### src/rtl/axi_write_adapter.sv
// Single-outstanding AXI3 write master for the data-store path: latches one store,
// issues AW and W independently, waits for B and pulses write_done/write_error.
module axi_write_adapter #(
    parameter logic [3:0] AXI_ID   = 4'd0,
    parameter bit         KSEG_MAP = 1'b1
) (
    input  logic        clk,
    input  logic        reset,
    output logic [3:0]  awid,
    output logic [31:0] awaddr,
    output logic [3:0]  awlen,
    output logic [2:0]  awsize,
    output logic [1:0]  awburst,
    output logic [1:0]  awlock,
    output logic [3:0]  awcache,
    output logic [2:0]  awprot,
    output logic        awvalid,
    input  logic        awready,
    output logic [3:0]  wid,
    output logic [31:0] wdata,
    output logic [3:0]  wstrb,
    output logic        wlast,
    output logic        wvalid,
    input  logic        wready,
    input  logic [3:0]  bid,
    input  logic [1:0]  bresp,
    input  logic        bvalid,
    output logic        bready,
    input  logic [31:0] address,
    input  logic [31:0] wr_data,
    input  logic [3:0]  wr_strb,
    input  logic [1:0]  size,
    input  logic        address_valid,
    output logic        address_ready,
    output logic        write_done,
    output logic        write_error
);

    typedef enum logic [1:0] {IDLE, SEND, WAIT_B} state_t;

    state_t      state_reg, state_next;
    logic [31:0] addr_reg, data_reg;
    logic [3:0]  strb_reg;
    logic [1:0]  size_reg;
    logic        awvalid_reg, wvalid_reg, bready_reg;
    logic        aw_done_reg, w_done_reg;
    logic        accept, aw_fire, w_fire, send_complete, b_fire;
    logic [31:0] mapped_addr;
    logic        unused_bid;

    assign unused_bid = ^bid;

    // kseg0 (100) and kseg1 (101) both fold onto the low 512 MB physical window.
    always_comb begin
        mapped_addr = address;
        if (KSEG_MAP && address[31:30] == 2'b10)
            mapped_addr = {3'b000, address[28:0]};
    end

    // Gated by reset so no request is reported as taken while reset is held.
    assign address_ready = reset && (state_reg == IDLE) && address_valid;
    assign accept        = address_ready;
    assign aw_fire       = awvalid_reg && awready;
    assign w_fire        = wvalid_reg && wready;
    assign send_complete = (state_reg == SEND) && (aw_done_reg || aw_fire) && (w_done_reg || w_fire);
    assign b_fire        = (state_reg == WAIT_B) && bvalid && bready_reg;

    always_ff @(posedge clk or negedge reset) begin
        if (!reset)
            state_reg <= IDLE;
        else
            state_reg <= state_next;
    end

    always_comb begin
        state_next = state_reg;
        case (state_reg)
            IDLE:    if (accept)        state_next = SEND;
            SEND:    if (send_complete) state_next = WAIT_B;
            WAIT_B:  if (b_fire)        state_next = IDLE;
            default:                    state_next = IDLE;
        endcase
    end

    always_ff @(posedge clk or negedge reset) begin
        if (!reset) begin
            addr_reg    <= '0;
            data_reg    <= '0;
            strb_reg    <= '0;
            size_reg    <= '0;
            awvalid_reg <= 1'b0;
            wvalid_reg  <= 1'b0;
            bready_reg  <= 1'b0;
            aw_done_reg <= 1'b0;
            w_done_reg  <= 1'b0;
        end else begin
            if (accept) begin
                addr_reg    <= mapped_addr;
                data_reg    <= wr_data;
                strb_reg    <= wr_strb;
                size_reg    <= size;
                awvalid_reg <= 1'b1;
                wvalid_reg  <= 1'b1;
                aw_done_reg <= 1'b0;
                w_done_reg  <= 1'b0;
            end
            if (state_reg == SEND) begin
                if (aw_fire) begin
                    awvalid_reg <= 1'b0;
                    aw_done_reg <= 1'b1;
                end
                if (w_fire) begin
                    wvalid_reg <= 1'b0;
                    w_done_reg <= 1'b1;
                end
                if (send_complete)
                    bready_reg <= 1'b1;
            end
            if (b_fire)
                bready_reg <= 1'b0;
        end
    end

    assign awid        = AXI_ID;
    assign awaddr      = addr_reg;
    assign awlen       = 4'b0000;
    assign awsize      = {1'b0, size_reg};
    assign awburst     = 2'b00;
    assign awlock      = 2'b00;
    assign awcache     = 4'b0000;
    assign awprot      = 3'b001;
    assign awvalid     = awvalid_reg;
    assign wid         = AXI_ID;
    assign wdata       = data_reg;
    assign wstrb       = strb_reg;
    assign wlast       = 1'b1;
    assign wvalid      = wvalid_reg;
    assign bready      = bready_reg;
    assign write_done  = b_fire;
    assign write_error = b_fire && (bresp != 2'b00);

endmodule
### config.mk
export PLATFORM = sky130hd
export DESIGN_NAME = axi_write_adapter
export DESIGN_NICKNAME = d
export VERILOG_FILES = /design/src/rtl/axi_write_adapter.sv
export SDC_FILE = /design/constraint.sdc
export NUM_CORES = 1
export LEC_CHECK = 0
export BUFFER_PORTS_ARGS = -buffer_cell sky130_fd_sc_hd__buf_2
export CORE_ASPECT_RATIO = 0.6
export CORE_MARGIN = 3
export CORE_UTILIZATION = 40
export DETAILED_ROUTE_END_ITERATION = 6
export GPL_TIMING_DRIVEN = 0
export PLACE_DENSITY_LB_ADDON = 0.25
export SLEW_MARGIN = 15
export SYNTH_ARGS = -nofsm -noshare
export SYNTH_HDL_FRONTEND = slang
export SYNTH_SLANG_ARGS = --single-unit
### constraint.sdc
create_clock -name clk -period 2.2 [get_ports clk]
set_input_delay 0.44 -clock clk [delete_from_list [all_inputs] [get_ports clk]]
set_output_delay 0.44 -clock clk [all_outputs]
set_load 0.05 [all_outputs]
-- After elaboration in Yosys (flattened, before gate mapping)
Cells that the tools add are included.
- register bits after elaboration: 77
- output and inout bits: 101
- word-level logic and storage cells: 53
- eq/ne operators: 6
- muxes and demuxes: 20
- reduce and logical (&&, ||, !) cells: 17
- operator list (kind ; count):
    2-to-1 mux 32 bit ; 1
    2-to-1 mux 1 bit ; 15
    logical AND 1 bit ; 9
    2-to-1 mux 2 bit ; 3
    != test 2 bit (second input constant) ; 3
    one-hot mux 2 bit (3 select lines) ; 1
    nonzero test 2 bit ; 3
    == test 2 bit (second input constant) ; 2
    AND reduction 3 bit ; 1
    == test 2 x 1 -> 1 bit (second input constant) ; 1
    zero test 2 bit ; 1
    logical OR 1 bit ; 2
    AND reduction 2 bit ; 1

-- Depth between registers and ports, before layout
Gate-level depths: netlist of run 1.
- depth after elaboration: 7
- mapped depth: 5
- gate-level depth less buffers: 4

-- Worst setup path before layout of run 1
Ideal clock, no wire load.
- path kind: reg-to-output
- start: register bready_reg, in the netlist bready
- end: output write_error
- arrival time: 2.538 ns
- path slack: -0.778 ns
- cell stages (with the launch flop): 4
- buffers on the path: 0
- cell sequence: dfrtp_1 -> nand2_1 -> nor3b_1 -> o21a_1
- cells in the longest elaborated chain, start to end: 2
- ends and longest elaborated chain (element ; line ; RTL):
    start: declaration ; 45 ; logic awvalid_reg, wvalid_reg, bready_reg;
    start signal: assignment ; 93 ; bready_reg <= 1'b0;
    start signal: assignment ; 117 ; bready_reg <= 1'b1;
    start signal: assignment ; 120 ; bready_reg <= 1'b0;
    logical AND 1 bit ; 66 ; assign b_fire = (state_reg == WAIT_B) && bvalid && bready_reg;
    net write_done ; 35 ; output logic write_done,
    logical AND 1 bit ; 140 ; assign write_error = b_fire && (bresp != 2'b00);
    end: declaration ; 36 ; output logic write_error
The timed path passes the listed nets, and every way through them passes these cells.

-- Worst setup path in the final report of run 1
- start: register state_reg[0]
- end: output address_ready
- cells in the longest elaborated chain, start to end: 3
- ends and longest elaborated chain (element ; line ; RTL):
    start: declaration ; 41 ; state_t state_reg, state_next;
    start signal: assignment ; 72 ; state_reg <= state_next;
    zero test 2 bit ; 61 ; assign address_ready = reset && (state_reg == IDLE) && address_valid;
    logical AND 1 bit (2 in a row) ; 61 ;
    end: declaration ; 34 ; output logic address_ready,
No other way between the ends.

==> results of run 1 <==
==> cells in the final DEF (no fill, tap or decap), types with 2 or more instances in the layout <==
master	n
o21ai_0	4
buf_2	157
a31oi_1	2
conb_1	25
nor2_1	3
a21oi_1	2
clkbuf_16	9
a32o_1	2
buf_4	28
dfrtp_1	77
clkinv_2	3
buf_6	7
nand2_1	211
bufinv_16	3
==> area by class of cell <==
| class | count | share of cell area (%) |
|---|---|---|
| buffer | 40 | 6.68 |
| clock buffer | 9 | 4.95 |
| clock inverter | 7 | 2.50 |
| inverter | 2 | 0.220 |
| multi-input combinational | 256 | 23.0 |
| sequential | 77 | 42.4 |
| tap | 104 | 2.86 |
| timing repair buffer | 154 | 17.5 |
==> path summary, 6_finish.rpt <==
check	slack, ns	endpoint	from
min in group clk	0.30	wdata[31]	wr_data[31]
min	0.03	awaddr[21]	reset
min reg2reg	0.47	wdata[14]	wdata[14]
max in group asynchronous	1.64	wdata[15]	reset
max	0.14	address_ready	state_reg[0]
max reg2reg	0.85	awaddr[26]	state_reg[0]
==> synth_stat cells <==
master,count,area share [%]
nand2_1,211,25
dfrtp_1,77,61
buf_4,27,6.4
buf_2,6,0.94
buf_6,6,2.1
o21ai_0,4,0.63
nor2_1,3,0.35
a21oi_1,2,0.31
a31oi_1,2,0.39
a32o_1,2,0.63
conb_1,2,0.24
a21bo_2,1,0.31
clkbuf_1,1,0.12
inv_1,1,0.12
inv_2,1,0.12
nand3_1,1,0.16
nand4bb_4,1,0.86
nor2b_1,1,0.20
nor3b_1,1,0.24
o21a_1,1,0.24
o2bb2ai_1,1,0.28
==> logic make-up (layout without fill, tap and decap cells) <==
family	Yosys count	in the layout	synth area share [%]
AND/OR/NAND/NOR	218	218	26.7
flip-flops	77	77	60.5
buffers and inverters	42	212	9.78
AO/OA/AOI/OAI	13	13	2.79
other	2	25	0.236
==> power groups by stage <==
| stage | combinational (mW) | sequential, mW | clock, mW |
|---|---|---|---|
| detailed placement | 4.44 | 2.51 | 0 |
| global route | 4.68 | 2.58 | 1.77 |
| global placement | 4.36 | 2.47 | 0 |
| finish | 4.40 | 2.50 | 1.65 |
| CTS | 4.44 | 2.50 | 1.70 |
| floorplan | 1.00 | 4.81 | 0 |
==> worst max-delay path: stages, from the launching register on <==
cell and delay [ns]:
dfrtp_1 0.44, nand4bb_4 0.25, inv_4 0.15, buf_2 0.23, buf_4 0.23
==> metal layers <==
layer | vias up | routed length [um] | GRT usage, %
li1 | 1402 | - | -
met1 | 1261 | 3620 | 23.2
met2 | 111 | 3900 | 30.1
met3 | 6 | 793 | 7.96
met4 | 0 | 56 | 5.22
met5 | - | 0 | 0
==> repair_timing <==
action | in CTS | in global routing
gates resized for setup | 2 | 1
pin swaps | 0 | 0
gates cloned | 0 | 0
buffers inserted | 0 | 0
setup endpoints to repair | 1 | 1
hold buffers | 0 | 0
==> results.md, run 1 <==
- Layout cells sized above 1: 39.3%
- Sequential cell area: 1930 um^2
- Final worst slack: 0.136 ns
- Worst EP required: 1.76 ns
- Cells after DPL: 633
- CTS buffer count: 9
- Row count: 24
- Total GRT Usage: 18.6%
- # fillers: 658
- Initial antenna violation count: 0
- Post-route clock period utilization: 93.8%
- Largest net degree at the start of global routing: 44
- Final worst path period need: 2.06 ns
- Clk pin slew, worst setup/hold paths: 0.06 ns
- Routed WL: 8370 um
- Worst setup EP type: output port
- Worst hold slack: 0.0333 ns
- Seq/Total Area, Yosys: 60.5%
- DRT iter0 DRCs: 123
- Clock root buffer: clkbuf_16
- Post-layout total power: 8.55 mW
- Htree depth: 3
- Comb power frac: 51.5%
- Initial Util: 42.6%
- Worst skew pair latency: 0.32 ns
- Cells after Synth: 352
- Clock Skews: 0.00322 ns
- Hold Fails Final Rpt: 0
- Die span in x: 121 um
- DRT antenna net count: 0
- Setup_tns: 0 ns
- Die height: 75.1 um
- Placed inst area: 4200 um^2
- Ant diodes: 0
- Internal Power: 4.18 mW
- RSZ-0062 raised after global routing: no
- Finished Layout Cells: 649
- Clk buf depth: 2
- Fmax achieved: 0.485 GHz
- Post-DP HPWL: 6390 um
- Final Max Slew Viols: 0
- DR vias/cell: 4.28
- Vias: 2780
- Pleak: 2.72 nW
- Finish-stage setup viols: 0
- Drt first pass iters: 4
- # IOs: 183
- Part of the power in registers: 29.2%
- Switching part of the total: 51.1%
- Switch Pwr: 4.37 mW
- Multi-input logic area: 1040 um^2
- Syn avg cell area: 9.05 um^2
- Critical path class: register to output port
- Full die area: 9100 um^2
- Design Area, Final: 4550 um^2
- Cell Pwr Density: 1880 nW/um^2
- Max Cap Viol: 0
- Remaining global-route overflow: 0
- Port Buffers: 153
- Startpoint Class: register
- Final Wtd Congestion: 0.772
- Syn Std Cell Area: 3180 um^2
- DP Worst Slack: -0.124 ns
- Core Util, Final: 60.8%
- Nets: 622
- Average wire per standard cell: 12.9 um
- CTS tree: yes
- First-pass GRT wire length: 13000 um
- Netlist cell types: 21
- Yosys warns: 0
- Clock Power Share: 19.3%
- Worst-case reg-to-reg path depth: 5
- Sink Count: 77
- Crit path max fanout: 10
- Yosys reg bits: 77
- Status: finished clean
- VDD IR-drop max: 0.914 mV
- Hold Crit Class: input port to async pin
- CORE AREA: 7480 um^2
- Vias in the first global route: 2648
- Layout area overhead: 42.9%
- Critical path arrival: 1.62 ns
- DRC: 0
Note: power is estimated with default switching activity, not from simulation.
==> run 2, diff against run 1 <==
--- a/config.mk
+++ b/config.mk
@@ -6,7 +6,6 @@
 export NUM_CORES = 1
 export LEC_CHECK = 0
 export BUFFER_PORTS_ARGS = -buffer_cell sky130_fd_sc_hd__buf_2
-export CORE_ASPECT_RATIO = 0.6
 export CORE_MARGIN = 3
 export CORE_UTILIZATION = 40
 export DETAILED_ROUTE_END_ITERATION = 6
==> results.md, run 2 (same netlist as run 1, synthesis figures left out) <==
- DR vias/cell: 4.21 (-1.6%)
- # fillers: 694 (+5.5%)
- Full die area: 9070 um^2 (-0.38%)
- Vias: 2718 (-2.2%)
- Critical register-to-register path endpoint: awaddr[26]
- Critical path arrival: 1.55 ns (-0.07 ns)
- CP peak stage delay: 0.44 ns (about the same)
- Hold Fails Final Rpt: 0 (unchanged)
- Largest net degree at the start of global routing: 28 (-36%)
- Status: finished clean
- Commonest non-fill, non-tap cells in the layout: nand2_1, buf_2, dfrtp_1
- Sink Count: 77 (unchanged)
- Final worst path period need: 1.99 ns (-0.0737 ns)
- Slew @ Worst Pin: 0.538 ns
- CTS buffer count: 9 (unchanged)
- Die height: 95.2 um (+27%)
- VDD IR-drop max: 0.850 mV (-7.0%)
- Pleak: 2.69 nW (-1.1%)
- Ant diodes: 0 (unchanged)
- Post-layout total power: 7.99 mW (-6.5%)
- Htree depth: 3 (unchanged)
- Clock root buffer: clkbuf_8
- Die span in x: 95.2 um (-21%)
- Hold Crit Class: input port to async pin
- Crit-path slowest cell: dfrtp_1
- Routed WL: 7470 um (-11%)
- Leading cell type in the layout, fill and taps excluded: nand2_1
- DRT antenna net count: 0 (unchanged)
- DRT iter0 DRCs: 78 (-37%)
- Final Wtd Congestion: 0.686 (-11%)
- Clk pin slew, worst setup/hold paths: 0.08 ns (+0.02 ns)
- Cell Pwr Density: 1790 nW/um^2 (-4.8%)
- Worst-case reg-to-reg path depth: 5 (unchanged)
- First-pass GRT wire length: 11900 um (-8.5%)
- Worst setup EP type: output port
- Fmax achieved: 0.503 GHz (+3.7%)
- Finish-stage setup viols: 0 (unchanged)
- Critical path class: register to output port
- Average wire per standard cell: 11.6 um (-10%)
- DRC: 0 (unchanged)
- Flop-to-flop setup slack: 0.76 ns (-0.09 ns)
- Initial Util: 42.5% (-0.050 points)
- CP cell instances: nand4bb_4, inv_2, buf_4
- Cells after DPL: 628 (-0.79%)
- RSZ-0062 raised after global routing: no
- Worst hold slack: 0.0472 ns (+0.0139 ns)
- Vias in the first global route: 2611 (-1.4%)
- Multi-input logic area: 1040 um^2 (unchanged)
- Sequential cell area: 1930 um^2 (unchanged)
- Final Max Slew Viols: 0 (unchanged)
- Post-CTS Setup Inserts: 0 (unchanged)
- Layout cells sized above 1: 39.2% (-0.072 points)
- CTS tree: yes
- Remaining global-route overflow: 0 (unchanged)
- Port Buffers: 153 (unchanged)
- Clk buf depth: 2 (unchanged)
- Max Cap Viol: 0 (unchanged)
- Startpoint Class: register
- Worst skew pair latency: 0.33 ns (about the same)
- Initial antenna violation count: 0 (unchanged)
- Slew headroom: 64.1%
- CORE AREA: 7490 um^2 (+0.12%)
- Worst r2r src: state_reg[0]
- Clock Skews: 0.0107 ns (+0.00747 ns)
- Layout area overhead: 40.3%
- Drt first pass iters: 4 (unchanged)
- Core Util, Final: 59.7% (-1.2 points)
- Nets: 623 (+0.16%)
- Post-DP HPWL: 5570 um (-13%)
- Row count: 31 (+29%)
- Post-route clock period utilization: 90.5% (-3.4 points)
- Finished Layout Cells: 645 (-0.62%)
- # IOs: 183 (unchanged)
- Crit path max fanout: 18 (+8)
- Worst EP required: 1.76 ns (about the same)
- Total GRT Usage: 16.8% (-1.8 points)
-- run 2: worst max-delay path by stage --
| stage | startpoint | end |
|---|---|---|
| 5_1_grt | state_reg[1] | address_ready |
| 3_3_place_gp | reset | address_ready |
| 3_5_place_dp | reset | address_ready |
| 2_1_floorplan | bready | write_error |
| 4_1_cts | state_reg[0] | address_ready |
| 6_report | state_reg[0] | address_ready |
-- run 2: repair_timing --
action	in CTS	in global routing
setup endpoints to repair	1	1
hold endpoints to repair	25	0
resized for setup	2	0
hold buffers	1	0
gates cloned	1	0
-- run 2: stage by stage --
stage | TNS, ns | area [um^2] | worst slack, ns
floorplan | 0 | 3280 | 0.00955
global placement | -37.65 | 4170 | -1.04
detailed placement | -0.240 | 4200 | -0.240
CTS | 0 | 4480 | 0.0736
global route | 0 | 4470 | 0.0896
finish | 0 | 4470 | 0.210
-- run 2: per-layer routing --
layer | vias to the layer above | part of all wire [%] | global-route usage, % | wire length [um]
li1 | 1404 | - | - | -
met1 | 1195 | 42 | 21.2 | 3170
met2 | 107 | 47 | 27.6 | 3530
met3 | 12 | 8.4 | 4.18 | 627
met4 | 0 | 1.9 | 6.97 | 140
met5 | - | 0 | 0 | 0
-- run 2: where the power goes --
part | leakage (nW) | internal, mW | switching, mW
combinational | 1.62 | 0.971 | 3.37
clock | 0.116 | 0.698 | 0.479
sequential | 0.954 | 2.10 | 0.363
-- run 2: final cells by class --
cell class	instances	share of cell area (%)
clock buffers	12	3.47
well taps	99	2.77
plain buffers	39	6.69
multi-input cells	256	23.4
flip-flops and latches	77	43.1
repair buffers	156	18.8
clock inverters	4	1.57
inverters	2	0.168
-- run 2: critical path: cells and delay by family, from the launching register on --
family,cells,cell delay (ns)
buffers and inverters,2,0.55
DFF,1,0.44
and+or+nand+nor,1,0.23
==> run 3, diff against run 2 <==
--- a/config.mk
+++ b/config.mk
@@ -7,7 +7,7 @@
 export LEC_CHECK = 0
 export BUFFER_PORTS_ARGS = -buffer_cell sky130_fd_sc_hd__buf_2
 export CORE_MARGIN = 3
-export CORE_UTILIZATION = 40
+export CORE_UTILIZATION = 47
 export DETAILED_ROUTE_END_ITERATION = 6
 export GPL_TIMING_DRIVEN = 0
 export PLACE_DENSITY_LB_ADDON = 0.25
==> results.md, run 3 (same netlist as run 1, synthesis figures left out) <==
- Final worst slack: 0.191 ns (-0.0187 ns)
- VDD IR-drop max: 0.949 mV (+12%)
- Multi-input logic area: 1040 um^2 (unchanged)
- Clk buf depth: 2 (unchanged)
- Initial antenna violation count: 0 (unchanged)
- Final worst path period need: 2.01 ns (+0.0187 ns)
- Port Buffers: 153 (unchanged)
- DRC: 0 (unchanged)
- CP cell instances: nand4bb_4, inv_2, buf_4
- Largest net degree at the start of global routing: 41 (+46%)
- Placed inst area: 4170 um^2 (-0.83%)
- Initial Util: 49.3% (+6.8 points)
- Worst setup EP type: output port
- Die span in x: 88.3 um (-7.3%)
- Finish-stage setup viols: 0 (unchanged)
- CTS buffer count: 9 (unchanged)
- Crit-path slowest cell: dfrtp_1
- Sequential cell area: 1930 um^2 (unchanged)
- DP Worst Slack: -0.343 ns (-0.104 ns)
- DRT iter0 DRCs: 148 (+90%)
- Design Area, Final: 4420 um^2 (-1.1%)
- Final Max Slew Viols: 0 (unchanged)
- CP peak stage delay: 0.45 ns (about the same)
- First-pass GRT wire length: 11800 um (-0.87%)
- Pleak: 2.67 nW (-0.56%)
- RSZ-0062 raised after global routing: no
- Nets: 622 (-0.16%)
- Row count: 29 (-6.5%)
- Post-layout total power: 7.97 mW (-0.23%)
- Cells after DPL: 606 (-3.5%)
- Post-DP HPWL: 5680 um (+2.1%)
- Fmax achieved: 0.498 GHz (-0.93%)
- # IOs: 183 (unchanged)
- Remaining global-route overflow: 0 (unchanged)
- Setup_tns: 0 ns (unchanged)
- Clock Skews: 0.00579 ns (-0.00490 ns)
- Clk pin slew, worst setup/hold paths: 0.08 ns (about the same)
- Sink Count: 77 (unchanged)
- Routed WL: 7530 um (+0.86%)
- Hold Crit Class: input port to async pin
- Total GRT Usage: 19.1% (+2.3 points)
- Hold Fails Final Rpt: 0 (unchanged)
- Post-CTS Setup Inserts: 0 (unchanged)
- Startpoint Class: register
- Htree depth: 3 (unchanged)
- Critical path class: register to output port
- Status: finished clean
- Vias in the first global route: 2725 (+4.4%)
- Worst skew pair latency: 0.32 ns (about the same)
- Layout cells sized above 1: 39.2% (-0.040 points)
- CTS tree: yes
- CORE AREA: 6460 um^2 (-14%)
- Buf+Inv Stages, Crit Path: 2 (unchanged)
- Critical path arrival: 1.57 ns (+0.02 ns)
- Layout area overhead: 38.7%
- DRT antenna net count: 0 (unchanged)
- # fillers: 561 (-19%)
- Full die area: 7800 um^2 (-14%)
- Vias: 2773 (+2.0%)
- Core Util, Final: 68.4% (+8.7 points)
- Leading cell type in the layout, fill and taps excluded: nand2_1
- Final Wtd Congestion: 0.748 (+9.0%)
- Worst EP required: 1.76 ns (about the same)
- Max Cap Viol: 0 (unchanged)
- Ant diodes: 0 (unchanged)
- Crit path max fanout: 18 (unchanged)
- Drt first pass iters: 4 (unchanged)
- Post-route clock period utilization: 91.3% (+0.85 points)
- Worst hold slack: 0.0385 ns (-0.00866 ns)
- Average wire per standard cell: 12.1 um (+4.8%)
- Commonest non-fill, non-tap cells in the layout: nand2_1, buf_2, dfrtp_1
- Die height: 88.3 um (-7.3%)
- Finished Layout Cells: 621 (-3.7%)
- Clock root buffer: clkbuf_8
- Cell Pwr Density: 1800 nW/um^2 (+0.88%)
- DR vias/cell: 4.47 (+6.0%)
- Top delay family on crit path: buffers and inverters
==> run 3: routing by layer <==
metal	vias up	part of all wire (%)	GRT usage, %
li1	1397	-	-
met1	1271	40	22.7
met2	99	53	34.4
met3	6	6.2	3.72
met4	0	0.92	7.01
met5	-	0	0
==> run 3: path summary, 6_finish.rpt <==
check / endpoint / startpoint / slack (ns) / cells after the start
worst max-delay path: address_ready / state_reg[0] / 0.19 / 3
min in group clk: wdata[21] / wr_data[21] / 0.30 / 3
worst min-delay path: wstrb[0] / reset / 0.04 / 2
worst min register to register: wdata[9] / wdata[9] / 0.47 / 2
max in group asynchronous: awaddr[19] / reset / 1.95 / 2
worst max register to register: wstrb[3] / state_reg[0] / 0.73 / 5
==> run 3: where the power goes <==
part | internal, mW | switching [mW]
registers | 2.10 | 0.378
logic | 0.969 | 3.38
clock network | 0.658 | 0.481
==> run 3: cell type report <==
cell class	count	area share (%)
Sequential cell	77	43.6
Multi-Input combinational cell	256	23.6
Timing Repair Buffer	155	18.8
Buffer	39	6.77
Clock buffer	10	3.12
Tap cell	77	2.18
Clock inverter	5	1.70
Inverter	2	0.170
==> run 3: worst reg2reg max path, cell delays in order (launching register included) <==
cell	delay, ns
dfrtp_1	0.45
nand4bb_4	0.24
inv_2	0.28
buf_2	0.29
nand2_1	0.08
nand2_1	0.06
==> run 3: repair_timing <==
action / 4_1_cts / 5_1_grt
resized for setup: 5 / 0
hold buffers: 1 / 0
endpoints found under the setup margin: 1 / 1
endpoints found under the hold margin: 40 / 0
